`config.mk`:
```
export PLATFORM = sky130hd
export DESIGN_NAME = itch_stream_parser
export DESIGN_NICKNAME = d
export VERILOG_FILES = /design/src/rtl/itch_stream_parser.sv
export SDC_FILE = /design/constraint.sdc
export NUM_CORES = 1
export LEC_CHECK = 0
export ABC_AREA = 1
export ABC_CLOCK_PERIOD_IN_PS = 4400
export BUFFER_PORTS_ARGS = -buffer_cell sky130_fd_sc_hd__buf_2
export CORE_MARGIN = 1.5
export CORE_UTILIZATION = 50
export DETAILED_ROUTE_END_ITERATION = 10
export GPL_ROUTABILITY_DRIVEN = 0
export PLACE_DENSITY = 0.75
export SYNTH_ARGS = -nofsm -noshare
export SYNTH_HDL_FRONTEND = slang
export SYNTH_SLANG_ARGS = --single-unit
```
`constraint.sdc`:
```
create_clock -name i_clk -period 4.4 [get_ports i_clk]
set_input_delay 0.44 -clock i_clk [delete_from_list [all_inputs] [get_ports i_clk]]
set_output_delay 0.44 -clock i_clk [all_outputs]
set_load 0.02 [all_outputs]
```
`src/rtl/itch_stream_parser.sv`:
```
// -----------------------------------------------------------------------------
// itch_stream_parser
//
// Streaming parser for the packed ITCH-derived order message format. Words
// arrive over a valid/ready handshake; a small FSM with a remaining-word
// counter tracks message boundaries, captures the fields of Add / Cancel /
// Delete / Execute messages, drops messages whose stock locate is not tracked,
// and presents one decoded event per message towards the order book.
//
// Ports:
//   i_clk, i_rst_n     clock (rising edge), asynchronous active-low reset
//   i_data, i_valid    input stream word and its valid
//   o_ready            parser accepts i_data this cycle (low while emitting)
//   o_valid, i_ready   decoded event handshake towards the order book
//   o_stock_symbol     stock locate of the event
//   o_order_id         order reference
//   o_price            price (Add only, else 0)
//   o_quantity         shares (Add) / affected shares (Cancel, Execute)
//   o_order_type       0=Add 1=Cancel 2=Delete 3=Execute
//   o_side             1=buy (Add only, else 0)
//   o_err_pulse        one-cycle pulse when an unknown header is consumed
//   o_drop_count       saturating count of locate-filtered messages
//   o_err_count        saturating count of unknown headers
// -----------------------------------------------------------------------------
module itch_stream_parser #(
    parameter int REG_WIDTH   = 32,
    parameter int NUM_SYMBOLS = 4,
    parameter int SYM_W       = (NUM_SYMBOLS > 1) ? $clog2(NUM_SYMBOLS) : 1,
    parameter int QTY_WIDTH   = 16,
    parameter int CNT_WIDTH   = 16
) (
    input  logic                 i_clk,
    input  logic                 i_rst_n,
    input  logic [REG_WIDTH-1:0] i_data,
    input  logic                 i_valid,
    output logic                 o_ready,
    output logic                 o_valid,
    input  logic                 i_ready,
    output logic [SYM_W-1:0]     o_stock_symbol,
    output logic [REG_WIDTH-1:0] o_order_id,
    output logic [REG_WIDTH-1:0] o_price,
    output logic [QTY_WIDTH-1:0] o_quantity,
    output logic [1:0]           o_order_type,
    output logic                 o_side,
    output logic                 o_err_pulse,
    output logic [CNT_WIDTH-1:0] o_drop_count,
    output logic [CNT_WIDTH-1:0] o_err_count
);

    typedef enum logic [1:0] {S_IDLE, S_BODY, S_EMIT} state_t;

    localparam logic [1:0]  T_ADD  = 2'd0;
    localparam logic [1:0]  T_CANC = 2'd1;
    localparam logic [1:0]  T_DEL  = 2'd2;
    localparam logic [1:0]  T_EXEC = 2'd3;
    localparam logic [31:0] LP_NSYM = 32'(NUM_SYMBOLS);

    state_t                 r_state;
    logic [1:0]             r_remain;
    logic [1:0]             r_type;
    logic                   r_side;
    logic [15:0]            r_locate;
    logic [REG_WIDTH-1:0]   r_order_id;
    logic [REG_WIDTH-1:0]   r_price;
    logic [QTY_WIDTH-1:0]   r_qty;
    logic                   r_err_pulse;
    logic [CNT_WIDTH-1:0]   r_drop_count;
    logic [CNT_WIDTH-1:0]   r_err_count;

    logic                   w_known;
    logic [1:0]             w_hdr_type;
    logic [1:0]             w_len_m1;
    logic [1:0]             w_id_slot;
    logic                   w_locate_ok;

    function automatic logic [CNT_WIDTH-1:0] sat_inc(input logic [CNT_WIDTH-1:0] v);
        return (&v) ? v : v + {{(CNT_WIDTH-1){1'b0}}, 1'b1};
    endfunction

    // Header decode: message type code and remaining word count after W0.
    always_comb begin
        w_known    = 1'b1;
        w_hdr_type = T_ADD;
        w_len_m1   = 2'd3;
        case (i_data[31:24])
            8'h41:   begin w_hdr_type = T_ADD;  w_len_m1 = 2'd3; end
            8'h58:   begin w_hdr_type = T_CANC; w_len_m1 = 2'd2; end
            8'h44:   begin w_hdr_type = T_DEL;  w_len_m1 = 2'd1; end
            8'h45:   begin w_hdr_type = T_EXEC; w_len_m1 = 2'd2; end
            default: begin w_known = 1'b0; end
        endcase
    end

    // The order id is always the first body word, so its counter value
    // depends on the message length.
    always_comb begin
        case (r_type)
            T_ADD:   w_id_slot = 2'd3;
            T_DEL:   w_id_slot = 2'd1;
            default: w_id_slot = 2'd2;
        endcase
    end

    assign w_locate_ok = ({16'd0, r_locate} < LP_NSYM);

    always_ff @(posedge i_clk or negedge i_rst_n) begin
        if (!i_rst_n) begin
            r_state      <= S_IDLE;
            r_remain     <= 2'd0;
            r_type       <= T_ADD;
            r_side       <= 1'b0;
            r_locate     <= 16'd0;
            r_order_id   <= '0;
            r_price      <= '0;
            r_qty        <= '0;
            r_err_pulse  <= 1'b0;
            r_drop_count <= '0;
            r_err_count  <= '0;
        end else begin
            r_err_pulse <= 1'b0;
            case (r_state)
                S_IDLE: begin
                    if (i_valid) begin
                        if (w_known) begin
                            r_state    <= S_BODY;
                            r_type     <= w_hdr_type;
                            r_side     <= (w_hdr_type == T_ADD) && (i_data[23:16] == 8'h42);
                            r_locate   <= i_data[15:0];
                            r_remain   <= w_len_m1;
                            // Clear fields so nothing leaks from the previous message.
                            r_order_id <= '0;
                            r_price    <= '0;
                            r_qty      <= '0;
                        end else begin
                            r_err_pulse <= 1'b1;
                            r_err_count <= sat_inc(r_err_count);
                        end
                    end
                end
                S_BODY: begin
                    if (i_valid) begin
                        r_remain <= r_remain - 2'd1;
                        if (r_remain == w_id_slot)
                            r_order_id <= i_data;
                        if ((r_type == T_ADD) && (r_remain == 2'd2))
                            r_price <= i_data;
                        if ((r_remain == 2'd1) && (r_type != T_DEL))
                            r_qty <= i_data[16 +: QTY_WIDTH];
                        if (r_remain == 2'd1) begin
                            if (w_locate_ok) begin
                                r_state <= S_EMIT;
                            end else begin
                                r_state      <= S_IDLE;
                                r_drop_count <= sat_inc(r_drop_count);
                            end
                        end
                    end
                end
                S_EMIT: begin
                    if (i_ready)
                        r_state <= S_IDLE;
                end
                default: r_state <= S_IDLE;
            endcase
        end
    end

    assign o_ready        = (r_state != S_EMIT);
    assign o_valid        = (r_state == S_EMIT);
    assign o_stock_symbol = r_locate[SYM_W-1:0];
    assign o_order_id     = r_order_id;
    assign o_price        = r_price;
    assign o_quantity     = r_qty;
    assign o_order_type   = r_type;
    assign o_side         = r_side;
    assign o_err_pulse    = r_err_pulse;
    assign o_drop_count   = r_drop_count;
    assign o_err_count    = r_err_count;

endmodule

```
Yosys cells after proc, flatten, opt, wreduce, memory -nomap -nowiden
Cells that the tools add are included.
Word-level totals
  register bits: 136
  input bits: 36
  output and inout bits: 120
  logic and storage cells: 90
Operators by class
  add/sub/neg operators: 3
  $lt $le $gt $ge: 1
  equal/unequal tests: 21
  mux-type cells: 31
  bitwise operators: 4
  reductions and logical operators: 19
Operators with widths (count)
  $mux 32: 6
  $pmux 32 s2: 2
  $mux 16: 4
  $eq 8x7->1 const B: 5
  $add 16x1->16 const B: 2
  $pmux 16 s2: 1
  $reduce_and 16->1: 2
  $reduce_and 5->1: 5
  $mux 2: 9
  $ne 2x2->1 const B: 9
  $lt 16x3->1 const B: 1
  $pmux 2 s2: 3
  $pmux 2 s3: 2
  $reduce_and 4->1: 2
  $eq 2x2->1 const B: 3
  $logic_not 2->1: 3
  $eq 2x1->1 const B: 2
  $mux 1: 4
  $not 1->1: 4
  $reduce_or 4->1: 1
  $logic_and 1x1->1: 3
  $reduce_and 3->1: 1
  $eq 2x2->1: 1
  $ne 2x1->1 const B: 1
  other kinds (3): 3

Longest topological paths before layout
  depth after elaboration: 6
  gate-level depth with buffers: 11
  gate-level depth less buffers: 10

Least setup slack after synthesis
No wires, ideal clock.
  path type: register to register
  start: register r_err_count[0], in the netlist o_err_count[0]
  end: register r_err_count[3], in the netlist o_err_count[3]
  setup time: 0.118 ns
  arrival time: 1.604 ns
  data required time: 4.282 ns
  path slack: 2.679 ns
  stages on the path, launching flop included: 8
  path buffers: 1
  period minus slack after synthesis: 1.721 ns
  cell sequence: dfrtp_1 ha_1 nand3_2 nor2_4 nand4_2 buf_2 nand3_1 nand2_1
Between the ends
  cells in the longest elaborated chain, start to end: 3
  elaborated cells on any way between the ends: 4
  classes of those cells: add/sub (1); bitwise (1); reduce/logical (2)
Ends and longest elaborated chain
  from (decl): line 68  | logic [CNT_WIDTH-1:0] r_err_count;
  from (signal assigned): line 136  | r_err_count <= sat_inc(r_err_count);
  parallel branches: the longest is 3 deep, another holds $add 16x1->16
Parallel ways; which one is timed is not known.
A chain may end at the register's enable or synchronous reset.

Worst setup path after layout
  start: register r_state[1]
  end: register r_qty[11], in the netlist o_quantity[11]
Between the ends
  cells in the longest elaborated chain, start to end: 3
  elaborated cells on any way between the ends: 9
  classes of those cells: eq/ne (5); mux (1); reduce/logical (3)
Ends and longest elaborated chain
  from (decl): line 58  | state_t r_state;
  from (signal assigned): line 108  | r_state <= S_IDLE;
  from (signal assigned): line 125  | r_state <= S_BODY;
  from (signal assigned): line 151  | r_state <= S_EMIT;
  $eq 2x1->1 / $logic_not 2->1 (equally long branches): line 121  | case (r_state)
  $ne 2x2->1 (no source line) / $reduce_bool 2->1 (equally long branches)
  $reduce_and 5->1 (no source line)
  to (signal assigned): line 148  | r_qty <= i_data[16 +: QTY_WIDTH];
  to (decl): line 65  | logic [QTY_WIDTH-1:0] r_qty;
Parallel ways exist; a longest one is shown, timed or not.

==> run summary <==
Final wirelength = 17.60 mm
Actual slew at the worst max-slew pin = 0.9886 ns
Clk Latency, worst-skew pair = 0.42 ns
Post-synthesis sequential area ratio = 50.08%
Hold Fails Final Rpt = 0
Root cell of the clock tree = clkbuf_16
GRT overflow = 0
Warnings, synthesis = 0
Post-route setup TNS = 0 ns
Cell leakage power = 4.666 nW
CP Max Fanout = 21
Worst reg2reg path startpoint = r_state[1]$_DFFE_PN0P_
Layout net count = 1023
Number of iterations in the first detailed-routing pass = 5
Max Freq = 401.5 MHz
Crit share post-route = 56.60%
Largest net degree at the start of global routing = 109
# DRC = 0
WP data required = 4.70 ns
Wirelength per Cell = 15.07 µm
Share of layout cells above drive strength 1 = 21.27%
Clock transition at the registers of the reported paths = 0.05 ns
# rows = 42
Initial antenna violation count = 0
Hold_buf cts = 0
Maxcap violations = 0
Post-layout min period = 2.491 ns
DR iter-0 viols = 571
Vias in the first global route = 5780
Final setup violation count = 0
Synth Area per Inst = 8.004 µm²
Slew Limit Fails = 0
Power per cell area = 479.5 nW/µm²
Final Skew = 0.004578 ns
Setup WS pre-CTS = 1.741 ns
Area of the mapped netlist = 6795 µm²
Final WS setup = 1.910 ns
CP Capture Type = flop
Die Wd = 119.6 µm
Core area = 13240 µm²
Syn_nets = 889
R2r setup slk = 1.91 ns
Startpoint types = flop
Clock buffer depth = 2
Synth unique cells = 31
Via count = 6164
Area growth syn-to-layout = 19.08%
Initial core utilization = 51.31%
Worst slew margin = 34.09%
# H-tree levels = 4
Setup Fix Bufs, Post-CTS = 0
Filler cells = 1230
CTS tree = done
Worst r2r dst = o_quantity[11]$_DFFE_PN0P_
N_diodes = 0
Clk sinks = 136
RSZ-0062 raised after global routing = no
Peak VDD IR = 0.3001 mV
First-pass GRT wire length = 29.07 mm
R2R cell count = 8
Total die area = 14300 µm²
Final Util = 61.10%
DR vias/cell = 5.277
Status = finished, final reports clean
Post_cts resized = 0
Seq cells post-synth = 136
PortBufs = 155
Worst path arrival time = 2.79 ns
GRT Overall Usage = 25.80%
Dpl hpwl = 11.98 mm
Hold Path Class = in2async
Antenna-violating nets left = 0
Total power = 3.880 mW
Die Y-Extent = 119.6 µm
Cts bufs inserted = 17
WS Path Type = reg2reg
IO Pins = 156
Post-Syn Instances = 849
## registers in the layout (all words and copies together) (netlist names)
| register | count |
|---|---|
| o_side | 1 |
| o_order_id | 32 |
| r_state | 2 |
| r_locate | 16 |
| o_err_pulse | 1 |
| o_price | 32 |
| r_remain | 2 |
| o_quantity | 16 |
| o_err_count | 16 |
| o_order_type | 2 |
| o_drop_count | 16 |
## area by class of cell
cell class                 instances  area, µm²  area share [%]
clock buffer                      23      467.9           5.783
clock inverter                     5      50.05          0.6185
inverter                          69      259.0           3.201
multi-input combinational        598       2864           35.40
sequential                       136       3403           42.06
tap                              176      220.2           2.722
timing repair buffer             161      827.0           10.22
## cells in the final DEF, fill, tap and decap left out, types with 13 or more instances in the layout
cell type  instances
nand2_1          319
buf_2            154
dfrtp_1          136
nand4_1           88
nor2_1            67
inv_1             65
nand3_1           32
clkbuf_16         17
o21ai_1           16
xor2_1            13
## how the worst max path moves through the flow
stage,endpoint,slack [ns],depth (start not counted),startpoint
3_3_place_gp,o_quantity[5]$_DFFE_PN0P_,1.85,10,i_data[31]
6_report,o_quantity[11]$_DFFE_PN0P_,1.91,8,r_state[1]$_DFFE_PN0P_
3_5_place_dp,o_quantity[2]$_DFFE_PN0P_,1.74,10,i_data[25]
5_1_grt,o_quantity[11]$_DFFE_PN0P_,1.65,8,r_state[1]$_DFFE_PN0P_
2_1_floorplan,o_err_count[3]$_DFFE_PN0P_,2.68,7,o_err_count[0]$_DFFE_PN0P_
4_1_cts,o_quantity[11]$_DFFE_PN0P_,1.94,8,r_state[1]$_DFFE_PN0P_
## routing by layer
| metal | vias up | global-route usage, % | share of wire (%) |
|---|---|---|---|
| li1 | 3000 | - | - |
| met4 | 0 | 10.19 | 2.5 |
| met1 | 2899 | 35.57 | 44 |
| met2 | 229 | 40.34 | 47 |
| met5 | - | 0 | 0 |
| met3 | 36 | 5.038 | 6.4 |
## cell families (layout without fill, tap and decap cells)
group	count (synthesis)	after routing	synth area share (%)
simple gates	541	541	35.79
flops	136	136	50.08
buf+inv	115	258	7.991
compound gates	30	30	2.431
xor+xnor	23	23	2.964
fa+ha+maj	4	4	0.7365
## worst max-delay path, stage by stage, from the launching register on
cell     delay (ns)
dfrtp_1        0.38
inv_1          0.09
nand2_1        0.49
buf_4          0.37
inv_1          0.10
o21ai_2        0.29
nand3_2        0.41
nand2_1        0.17
nand2_1        0.07
## cell usage after synthesis
cell type / n / area share, %
nor2_8: 1 / 0.29
nand2_2: 2 / 0.18
nor2_1: 68 / 3.8
buf_1: 5 / 0.28
nor2_4: 1 / 0.17
nor2_2: 5 / 0.46
buf_6: 11 / 1.8
nand4_1: 88 / 8.1
dfrtp_1: 136 / 50
xor2_1: 13 / 1.7
o21ai_2: 1 / 0.13
inv_1: 65 / 3.6
nand3b_1: 3 / 0.33
o21ai_0: 11 / 0.81
nand2_4: 1 / 0.17
o21ai_1: 16 / 1.2
a41oi_1: 1 / 0.13
and2_1: 1 / 0.092
nand2_1: 319 / 18
inv_2: 4 / 0.22
o211ai_2: 1 / 0.18
nand3_2: 7 / 1.0
buf_2: 14 / 1.0
buf_4: 3 / 0.33
nor3_1: 11 / 0.81
clkbuf_1: 13 / 0.72
nand3_1: 32 / 2.4
xnor2_1: 10 / 1.3
nor3_4: 1 / 0.24
nand4_2: 1 / 0.18
ha_1: 4 / 0.74
## stage by stage
step | std cells | hold slack (ns) | cell area [µm²]
after floorplan | 849 | 0.1444 | 6795
after global placement | 1140 | 0.4517 | 7574
after detailed placement | 1140 | 0.4547 | 7574
after CTS | 1168 | 0.2028 | 8092
after global routing | 1168 | 0.2537 | 8092
final | 1168 | 0.1566 | 8092
## where the power goes
| group | leakage (nW) | internal, mW | switching (mW) |
|---|---|---|---|
| clock network | 0.258 | 0.788 | 0.489 |
| logic | 2.54 | 0.288 | 0.684 |
| registers | 1.87 | 1.45 | 0.176 |
Note: power is estimated with default switching activity, not from simulation.
